`src/rtl/parking_gate_controller_if.sv`:
```
// rtl/parking_gate_controller_if.sv - gate sensor, card, vacancy and event/barrier signal bundle
`timescale 1ns/1ps
interface parking_gate_controller_if;
  logic entry_sensor;
  logic entry_uni_card;
  logic exit_sensor;
  logic exit_uni_card;
  logic uni_is_vacated_space;
  logic is_vacated_space;
  logic car_entered;
  logic is_uni_car_entered;
  logic car_exited;
  logic is_uni_car_exited;
  logic entry_barrier_open;
  logic exit_barrier_open;
  logic entry_denied;
  logic entry_alarm;
  logic exit_alarm;

  modport master (
    output entry_sensor, entry_uni_card, exit_sensor, exit_uni_card,
    output uni_is_vacated_space, is_vacated_space,
    input  car_entered, is_uni_car_entered, car_exited, is_uni_car_exited,
    input  entry_barrier_open, exit_barrier_open, entry_denied, entry_alarm, exit_alarm
  );

  modport slave (
    input  entry_sensor, entry_uni_card, exit_sensor, exit_uni_card,
    input  uni_is_vacated_space, is_vacated_space,
    output car_entered, is_uni_car_entered, car_exited, is_uni_car_exited,
    output entry_barrier_open, exit_barrier_open, entry_denied, entry_alarm, exit_alarm
  );
endinterface

```
`src/rtl/parking_gate_controller.sv`:
```
// rtl/parking_gate_controller.sv - debounced entry/exit gate FSMs with one-event-per-cycle arbiter
`timescale 1ns/1ps
module parking_gate_controller #(
  parameter int unsigned DEBOUNCE_CYCLES     = 1000,
  parameter int unsigned OPEN_TIMEOUT_CYCLES = 500_000_000,
  parameter int unsigned CNT_W               = 32
) (
  input logic clk,
  input logic reset,
  parking_gate_controller_if.slave gate
);
  localparam logic [CNT_W-1:0] DEB_LAST = CNT_W'(DEBOUNCE_CYCLES - 1);
  localparam logic [CNT_W-1:0] TMO_LAST = CNT_W'(OPEN_TIMEOUT_CYCLES - 1);
  localparam logic [CNT_W-1:0] TMO_MAX  = CNT_W'(OPEN_TIMEOUT_CYCLES);
  localparam logic [CNT_W-1:0] ONE      = CNT_W'(1);

  typedef enum logic [2:0] {E_IDLE, E_DEB, E_DECIDE, E_REQ, E_OPEN, E_DENY} entry_state_t;
  // X_ALIGN mirrors E_DECIDE so simultaneous vehicles reach REQ on the same cycle.
  typedef enum logic [2:0] {X_IDLE, X_DEB, X_ALIGN, X_REQ, X_OPEN} exit_state_t;

  entry_state_t en_state;
  exit_state_t  ex_state;
  logic [1:0]       entry_sync, exit_sync;
  logic [CNT_W-1:0] en_cnt, en_tmo, ex_cnt, ex_tmo;
  logic             en_cls, ex_cls;
  logic             last_exit;
  logic             entry_s, exit_s;
  logic             entry_req, exit_req, grant_entry, grant_exit;

  always_ff @(posedge clk or posedge reset) begin
    if (reset) begin
      entry_sync <= 2'b00;
      exit_sync  <= 2'b00;
    end else begin
      entry_sync <= {entry_sync[0], gate.entry_sensor};
      exit_sync  <= {exit_sync[0], gate.exit_sensor};
    end
  end

  assign entry_s = entry_sync[1];
  assign exit_s  = exit_sync[1];

  assign entry_req   = (en_state == E_REQ);
  assign exit_req    = (ex_state == X_REQ);
  assign grant_entry = entry_req & (~exit_req | last_exit);
  assign grant_exit  = exit_req & (~entry_req | ~last_exit);

  // last_exit records only the winner of a real tie, so alternation is between contended grants.
  always_ff @(posedge clk or posedge reset) begin
    if (reset) begin
      last_exit <= 1'b0;
    end else if (entry_req && exit_req) begin
      last_exit <= ~last_exit;
    end
  end

  always_ff @(posedge clk or posedge reset) begin
    if (reset) begin
      en_state                <= E_IDLE;
      en_cnt                  <= '0;
      en_tmo                  <= '0;
      en_cls                  <= 1'b0;
      gate.car_entered        <= 1'b0;
      gate.is_uni_car_entered <= 1'b0;
      gate.entry_barrier_open <= 1'b0;
      gate.entry_denied       <= 1'b0;
      gate.entry_alarm        <= 1'b0;
    end else begin
      gate.car_entered        <= 1'b0;
      gate.is_uni_car_entered <= 1'b0;
      case (en_state)
        E_IDLE: begin
          if (entry_s) begin
            en_state <= E_DEB;
            en_cnt   <= '0;
          end
        end
        E_DEB: begin
          if (!entry_s) begin
            en_state <= E_IDLE;
          end else if (en_cnt == DEB_LAST) begin
            en_state <= E_DECIDE;
            en_cls   <= gate.entry_uni_card;
          end else begin
            en_cnt <= en_cnt + ONE;
          end
        end
        E_DECIDE: begin
          en_cnt <= '0;
          if (en_cls ? gate.uni_is_vacated_space : gate.is_vacated_space) begin
            en_state <= E_REQ;
          end else begin
            en_state          <= E_DENY;
            gate.entry_denied <= 1'b1;
          end
        end
        E_REQ: begin
          if (grant_entry) begin
            en_state                <= E_OPEN;
            en_cnt                  <= '0;
            en_tmo                  <= '0;
            gate.car_entered        <= 1'b1;
            gate.is_uni_car_entered <= en_cls;
            gate.entry_barrier_open <= 1'b1;
          end
        end
        E_OPEN: begin
          if (en_tmo != TMO_MAX) en_tmo <= en_tmo + ONE;
          if (en_tmo == TMO_LAST) gate.entry_alarm <= 1'b1;
          if (entry_s) begin
            en_cnt <= '0;
          end else if (en_cnt == DEB_LAST) begin
            en_state                <= E_IDLE;
            gate.entry_barrier_open <= 1'b0;
          end else begin
            en_cnt <= en_cnt + ONE;
          end
        end
        E_DENY: begin
          if (entry_s) begin
            en_cnt <= '0;
          end else if (en_cnt == DEB_LAST) begin
            en_state          <= E_IDLE;
            gate.entry_denied <= 1'b0;
          end else begin
            en_cnt <= en_cnt + ONE;
          end
        end
        default: en_state <= E_IDLE;
      endcase
    end
  end

  always_ff @(posedge clk or posedge reset) begin
    if (reset) begin
      ex_state               <= X_IDLE;
      ex_cnt                 <= '0;
      ex_tmo                 <= '0;
      ex_cls                 <= 1'b0;
      gate.car_exited        <= 1'b0;
      gate.is_uni_car_exited <= 1'b0;
      gate.exit_barrier_open <= 1'b0;
      gate.exit_alarm        <= 1'b0;
    end else begin
      gate.car_exited        <= 1'b0;
      gate.is_uni_car_exited <= 1'b0;
      case (ex_state)
        X_IDLE: begin
          if (exit_s) begin
            ex_state <= X_DEB;
            ex_cnt   <= '0;
          end
        end
        X_DEB: begin
          if (!exit_s) begin
            ex_state <= X_IDLE;
          end else if (ex_cnt == DEB_LAST) begin
            ex_state <= X_ALIGN;
            ex_cls   <= gate.exit_uni_card;
          end else begin
            ex_cnt <= ex_cnt + ONE;
          end
        end
        X_ALIGN: begin
          ex_cnt   <= '0;
          ex_state <= X_REQ;
        end
        X_REQ: begin
          if (grant_exit) begin
            ex_state               <= X_OPEN;
            ex_cnt                 <= '0;
            ex_tmo                 <= '0;
            gate.car_exited        <= 1'b1;
            gate.is_uni_car_exited <= ex_cls;
            gate.exit_barrier_open <= 1'b1;
          end
        end
        X_OPEN: begin
          if (ex_tmo != TMO_MAX) ex_tmo <= ex_tmo + ONE;
          if (ex_tmo == TMO_LAST) gate.exit_alarm <= 1'b1;
          if (exit_s) begin
            ex_cnt <= '0;
          end else if (ex_cnt == DEB_LAST) begin
            ex_state               <= X_IDLE;
            gate.exit_barrier_open <= 1'b0;
          end else begin
            ex_cnt <= ex_cnt + ONE;
          end
        end
        default: ex_state <= X_IDLE;
      endcase
    end
  end
endmodule

```
`src/flat_wrapper.sv`:
```
// flat-port wrapper written by rule: the top's interface ports become plain ports
module parking_gate_controller_flat 
#(
  parameter int unsigned DEBOUNCE_CYCLES     = 1000,
  parameter int unsigned OPEN_TIMEOUT_CYCLES = 500_000_000,
  parameter int unsigned CNT_W               = 32
)
  (clk, reset, gate_entry_sensor, gate_entry_uni_card, gate_exit_sensor, gate_exit_uni_card, gate_uni_is_vacated_space, gate_is_vacated_space, gate_car_entered, gate_is_uni_car_entered, gate_car_exited, gate_is_uni_car_exited, gate_entry_barrier_open, gate_exit_barrier_open, gate_entry_denied, gate_entry_alarm, gate_exit_alarm);
  parking_gate_controller_if gate_i ();
  input logic clk;
  input logic reset;
  input wire logic [$bits(gate_i.entry_sensor)-1:0] gate_entry_sensor;
  input wire logic [$bits(gate_i.entry_uni_card)-1:0] gate_entry_uni_card;
  input wire logic [$bits(gate_i.exit_sensor)-1:0] gate_exit_sensor;
  input wire logic [$bits(gate_i.exit_uni_card)-1:0] gate_exit_uni_card;
  input wire logic [$bits(gate_i.uni_is_vacated_space)-1:0] gate_uni_is_vacated_space;
  input wire logic [$bits(gate_i.is_vacated_space)-1:0] gate_is_vacated_space;
  output wire logic [$bits(gate_i.car_entered)-1:0] gate_car_entered;
  output wire logic [$bits(gate_i.is_uni_car_entered)-1:0] gate_is_uni_car_entered;
  output wire logic [$bits(gate_i.car_exited)-1:0] gate_car_exited;
  output wire logic [$bits(gate_i.is_uni_car_exited)-1:0] gate_is_uni_car_exited;
  output wire logic [$bits(gate_i.entry_barrier_open)-1:0] gate_entry_barrier_open;
  output wire logic [$bits(gate_i.exit_barrier_open)-1:0] gate_exit_barrier_open;
  output wire logic [$bits(gate_i.entry_denied)-1:0] gate_entry_denied;
  output wire logic [$bits(gate_i.entry_alarm)-1:0] gate_entry_alarm;
  output wire logic [$bits(gate_i.exit_alarm)-1:0] gate_exit_alarm;
  assign gate_i.entry_sensor = gate_entry_sensor;
  assign gate_i.entry_uni_card = gate_entry_uni_card;
  assign gate_i.exit_sensor = gate_exit_sensor;
  assign gate_i.exit_uni_card = gate_exit_uni_card;
  assign gate_i.uni_is_vacated_space = gate_uni_is_vacated_space;
  assign gate_i.is_vacated_space = gate_is_vacated_space;
  assign gate_car_entered = gate_i.car_entered;
  assign gate_is_uni_car_entered = gate_i.is_uni_car_entered;
  assign gate_car_exited = gate_i.car_exited;
  assign gate_is_uni_car_exited = gate_i.is_uni_car_exited;
  assign gate_entry_barrier_open = gate_i.entry_barrier_open;
  assign gate_exit_barrier_open = gate_i.exit_barrier_open;
  assign gate_entry_denied = gate_i.entry_denied;
  assign gate_entry_alarm = gate_i.entry_alarm;
  assign gate_exit_alarm = gate_i.exit_alarm;
  parking_gate_controller #(.DEBOUNCE_CYCLES(DEBOUNCE_CYCLES), .OPEN_TIMEOUT_CYCLES(OPEN_TIMEOUT_CYCLES), .CNT_W(CNT_W)) u_core (.clk(clk), .reset(reset), .gate(gate_i));
endmodule
```
`config.mk`:
```
export PLATFORM = sky130hd
export DESIGN_NAME = parking_gate_controller_flat
export DESIGN_NICKNAME = d
export VERILOG_FILES = /design/src/rtl/parking_gate_controller_if.sv /design/src/rtl/parking_gate_controller.sv /design/src/flat_wrapper.sv
export SDC_FILE = /design/constraint.sdc
export NUM_CORES = 1
export LEC_CHECK = 0
export BUFFER_PORTS_ARGS = -buffer_cell sky130_fd_sc_hd__buf_2
export CAP_MARGIN = 20
export CORE_MARGIN = 8
export CORE_UTILIZATION = 63
export CTS_CLUSTER_DIAMETER = 50
export DETAILED_ROUTE_END_ITERATION = 7
export GPL_TIMING_DRIVEN = 0
export PLACE_DENSITY = 0.87
export REMOVE_ABC_BUFFERS = 1
export SLEW_MARGIN = 20
export SYNTH_ARGS = -nofsm -noshare
export SYNTH_HDL_FRONTEND = slang
export SYNTH_SLANG_ARGS = --single-unit
```
`constraint.sdc`:
```
create_clock -name clk -period 7.45 [get_ports clk]
set_clock_uncertainty 0.05 [all_clocks]
set_input_delay 2.235 -clock clk [delete_from_list [all_inputs] [get_ports clk]]
set_output_delay 2.235 -clock clk [all_outputs]
set_load 0.03 [all_outputs]
```
# Word level (Yosys, flattened, before mapping)
# Cells that the tools add are included.
# W data, S select, Z words.
dict set report totals {
  regBits 150
  inputBits 8
  output_inout_bits 9
  elab_cells 137
}
dict set report op_classes {
  n_addsub 4
  eq_ne 34
  muxes 50
  n_bitwise 7
  reduce_logical 22
}
# cell n
set op_table {}
lappend op_table {{$mux W32} 12}
lappend op_table {{$pmux W32 S5} 2}
lappend op_table {{$add A32 B1 Y32 const B} 4}
lappend op_table {{$pmux W32 S2} 2}
lappend op_table {{$eq A32 B10 Y1 const B} 2}
lappend op_table {{$eq A32 B29 Y1 const B} 2}
lappend op_table {{$ne A32 B29 Y1 const B} 2}
lappend op_table {{$mux W3} 13}
lappend op_table {{$pmux W3 S5} 2}
lappend op_table {{$ne A2 B1 Y1 const B} 10}
lappend op_table {{$reduce_and A4 Y1} 5}
lappend op_table {{$mux W1} 16}
lappend op_table {{$ne A2 B2 Y1 const B} 7}
lappend op_table {{$eq A3 B2 Y1 const B} 4}
lappend op_table {{$reduce_and A3 Y1} 4}
lappend op_table {{$reduce_and A5 Y1} 2}
lappend op_table {{$reduce_bool A5 Y1} 2}
lappend op_table {{$eq A3 B3 Y1 const B} 3}
lappend op_table {{$eq A3 B1 Y1 const B} 2}
lappend op_table {{$logic_not A3 Y1} 2}
lappend op_table {{$ne A3 B3 Y1 const B} 2}
lappend op_table {{$pmux W1 S2} 3}
lappend op_table {{$reduce_bool A2 Y1} 3}
lappend op_table {{$reduce_and A2 Y1} 2}
lappend op_table {{5 further kinds} 9}

# Longest topological paths before layout
dict set report logic_depth {
  depth_word 6
  mapped_depth 9
}

# Worst setup path before layout
# Ideal clock, no wire load.
dict set report synth_timing {
  path_type {in2reg}
  from {input port gate_uni_is_vacated_space}
  to {register u_core.en_state[1]}
  setup_ps 120
  t_arrival_ps 2857
  required_ps 7280
  setup_slack_ps 4423
  path_stages 4
  path_buffers 0
  path_cell_list {mux2_2 > nor2_1 > a21oi_1 > a31o_2}
}
dict set report synth_between {
  elab_chain_len 3
}
# item line
set synth_lines {}
lappend synth_lines {{start: declaration} flat_wrapper.sv:16} ;# input wire logic [$bits(gate_i.uni_is_vacated_space)-1:0] gate_uni_is_vacated_space;
lappend synth_lines {{$mux W1} parking_gate_controller.sv:90} ;# if (en_cls ? gate.uni_is_vacated_space : gate.is_vacated_space) begin
lappend synth_lines {{$mux W3} parking_gate_controller.sv:90}
lappend synth_lines {{$pmux W3 S5} parking_gate_controller.sv:71} ;# case (en_state)
lappend synth_lines {{end signal: assignment} parking_gate_controller.sv:74} ;# en_state <= E_DEB;
lappend synth_lines {{end signal: assignment} parking_gate_controller.sv:91} ;# en_state <= E_REQ;
lappend synth_lines {{end signal: assignment} parking_gate_controller.sv:93} ;# en_state <= E_DENY;
lappend synth_lines {{end: declaration} parking_gate_controller.sv:21} ;# entry_state_t en_state;
# No other way between the ends.
# A chain may end at the register's enable or synchronous reset.

# Worst setup path in the final report
dict set report layout_timing {
  from {register u_core.gate.exit_alarm}
  to {output port gate_exit_alarm}
}
# item line
set layout_rtl {}
lappend layout_rtl {{start: declaration} parking_gate_controller_if.sv:31} ;# output entry_barrier_open, exit_barrier_open, entry_denied, entry_alarm, exit_alarm
lappend layout_rtl {{start signal: assignment} parking_gate_controller.sv:143} ;# gate.exit_alarm <= 1'b0;
lappend layout_rtl {{start signal: assignment} parking_gate_controller.sv:180} ;# if (ex_tmo == TMO_LAST) gate.exit_alarm <= 1'b1;
lappend layout_rtl {{end: declaration} flat_wrapper.sv:26} ;# output wire logic [$bits(gate_i.exit_alarm)-1:0] gate_exit_alarm;
# No word-level cell between the ends.

==> impl_results.md <==
* Max Buffers Root-to-Sink at 2
* Area grow syn2layout at 10.5%
* Final Slew Violations at 0
* Final HPWL DP at 11200 um
* Number of synthesized flops with an enable pin at 0
* Hold slack at 0.303 ns
* Placement-stage cell area at 8270 um^2
* Pre-Repair DR Iteration Count at 5
* Sequential area share after synthesis at 0.469
* Fmax achieved at 303 MHz
* Max IR drop VDD at 0.000213 V
* Syn_area_per_cell at 9.47 um^2
* Critical path's largest stage delay at 0.38 ns
* Full die area at 16600 um^2
* Layout Nets at 867
* Drt total wl at 17200 um
* ANT nets after route at 0
* CP Max Fanout at 2
* Via count at 6571
* FP Rows at 41
* Initial antenna violation count at 0
* Leakage at 3.63 nW
* Clock latency on the worst-skew pair at 0.42 ns
* Core Util, Final at 0.707
* Max-capacitance violation count at 0
* Reg area at 3750 um^2
* Critical path buffers and inverters at 1
* CTS tree: done
* Root buffer cell: clkbuf_16
* Arrival @ worst endpoint at 1.02 ns
* Fin crit share at 0.443
* Worst setup SP type: flip-flop
* CP required at 5.16 ns
* CTS clk-pin slew, worst paths at 0.06 ns
* Final setup fails at 0
* Synth Warn # at 0
* Cts repair resizes at 0
* Distinct cells, synth at 73
* GRT overflow at 0
* Area of the multi-input gates at 4070 um^2
* Primary FF master, synth: dfrtp_1
* Post-CTS Setup Inserts at 0
* Final hold vios at 0
* RSZ-0062 raised after global routing: no
* Min Tclk post-route at 3.30 ns
* Residual DRC at 0
* Crit-path cells: buf_2
* Ant. Diodes at 0
* Htree depth at 4
* Setup crit end kind: output pin
* Vias in the first global route at 6156
* Status: complete, no violations
* Worst min-delay path class: flip-flop to flip-flop
* Critical path class: flip-flop to output pin
* Fraction of layout cells with a size suffix above 1 at 0.0901
* Pin count of the biggest net entering global routing at 83
* First-pass GRT wire length at 30000 um
* Total track usage at 0.223
* GPL Wtd Cong at 0.878
* Post-Syn Area at 8010 um^2
* Die Span Y at 129 um
* Core area at 12500 um^2
* Final Cell Area at 8850 um^2
* CP max stage cell: dfrtp_1
* Layout fillers at 968
* Wire length per cell at 16.6 um
* I/O pin count at 17
* Initial Utilization at 0.640
* Rel. slew slack at 0.234
* Via/cell ratio at 6.33
* Number of port buffers at 16
* Mapped Cells at 846
* Num CTS Buffers at 17
* Power Dens Cells at 195 nW/um^2
* Slew @ Worst Pin at 1.14 ns
* # hold bufs at CTS at 0
* Cell family with most CP delay: flip-flops
* Yosys reg bits at 150
* Ys async rst share at 1.00
* CTS sink cnt at 150
* Chip width at 129 um
* 1st-iter DRT viols at 690
final cells by class:
| class | count | area share |
|---|---|---|
| inverter | 21 | 0.0103 |
| sequential | 150 | 0.424 |
| clock buffer | 20 | 0.0505 |
| multi-input combinational | 643 | 0.460 |
| clock inverter | 12 | 0.0144 |
| tap | 172 | 0.0243 |
| timing repair buffer | 20 | 0.0164 |
synth_stat cells (all sizes together) (3+ instances only):
master  instances  area (um^2)
or3b            3         26.3
or3            20          125
nor2          111          417
nand3          54          275
nand2          50          188
mux2            4         45.0
mux2i           3         30.0
o31ai          12         90.1
o21ai          28          144
nor3           23          125
nand2b          5         31.3
or4            16          120
nand4b          3         26.3
xnor2          33          289
and2            8         50.1
nor3b           4         40.0
xor2           51          447
inv            21         83.8
dfrtp         150         3750
clkbuf         19         71.3
nor4           37          244
nor4b          10         87.6
and4           12          105
nor2b           4         25.0
ha              6         75.1
a21oi          36          180
and3           17          106
buf            13         75.1
o211ai          6         50.1
nand4          51          325
state kept, by name, summed over array words and instances, names as in the netlist, 2 cells and up:
name               cells
u_core.ex_cnt         32
u_core.en_tmo         32
u_core.en_state        3
u_core.ex_tmo         32
u_core.ex_state        3
u_core.exit_sync       2
u_core.entry_sync      2
u_core.en_cnt         32
layout by cell type, fill, tap and decap left out, drive strengths merged, types with 16 or more instances in the layout:
master and n:
nor3 23, and3 17, a21oi 36, o21ai 28, dfrtp 150, nand4 51
or4 16, or3 20, nor2 111, xor2 51, inv 22, nand2 50
nand3 54, xnor2 33, buf 20, clkbuf 20, nor4 37
per-stage QoR:
step | total power [mW] | TNS [ns] | cells | worst slack (ns)
4_1_cts | 1.73 | 0 | 1038 | 4.15
3_5_place_dp | 0.904 | 0 | 1006 | 4.27
6_report | 1.72 | 0 | 1038 | 4.15
2_1_floorplan | 0.882 | 0 | 814 | 1.13
3_3_place_gp | 0.895 | -70.04 | 1002 | -0.472
5_1_grt | 1.78 | 0 | 1038 | 4.11
cell families after synthesis:
kind of cell	share of synthesized area
adders and majority gates	0.00937
muxes	0.00937
xor gates and xnor gates	0.0919
AOI/OAI and AO/OA	0.0911
DFF	0.469
and+or+nand+nor	0.301
buffers and inverters	0.0287
worst paths after layout:
path	startpoint	to	slack [ns]	cells after the start
setup / recovery	u_core.gate.exit_alarm	gate_exit_alarm	4.15	1
hold / removal	u_core.exit_sync[0]	u_core.exit_sync[1]	0.30	0
setup reg to reg	u_core.en_state[2]	u_core.en_cnt[30]	4.58	5
hold reg to reg	u_core.exit_sync[0]	u_core.exit_sync[1]	0.30	0
max in group asynchronous	reset	u_core.en_cnt[1]	4.79	3
min in group asynchronous	reset	u_core.ex_tmo[8]	1.81	2
per-layer routing:
layer  GRT usage  part of all wire
met1       0.307              0.46
met3      0.0546             0.045
met5           0                 0
met4      0.0781             0.016
met2       0.337              0.47
power by group:
group          total, mW  internal, mW  switching, mW
registers          0.835         0.824         0.0110
clock network      0.834         0.500          0.334
logic             0.0534        0.0166         0.0368
total               1.72          1.34          0.382
Note: power is estimated with default switching activity, not from simulation.
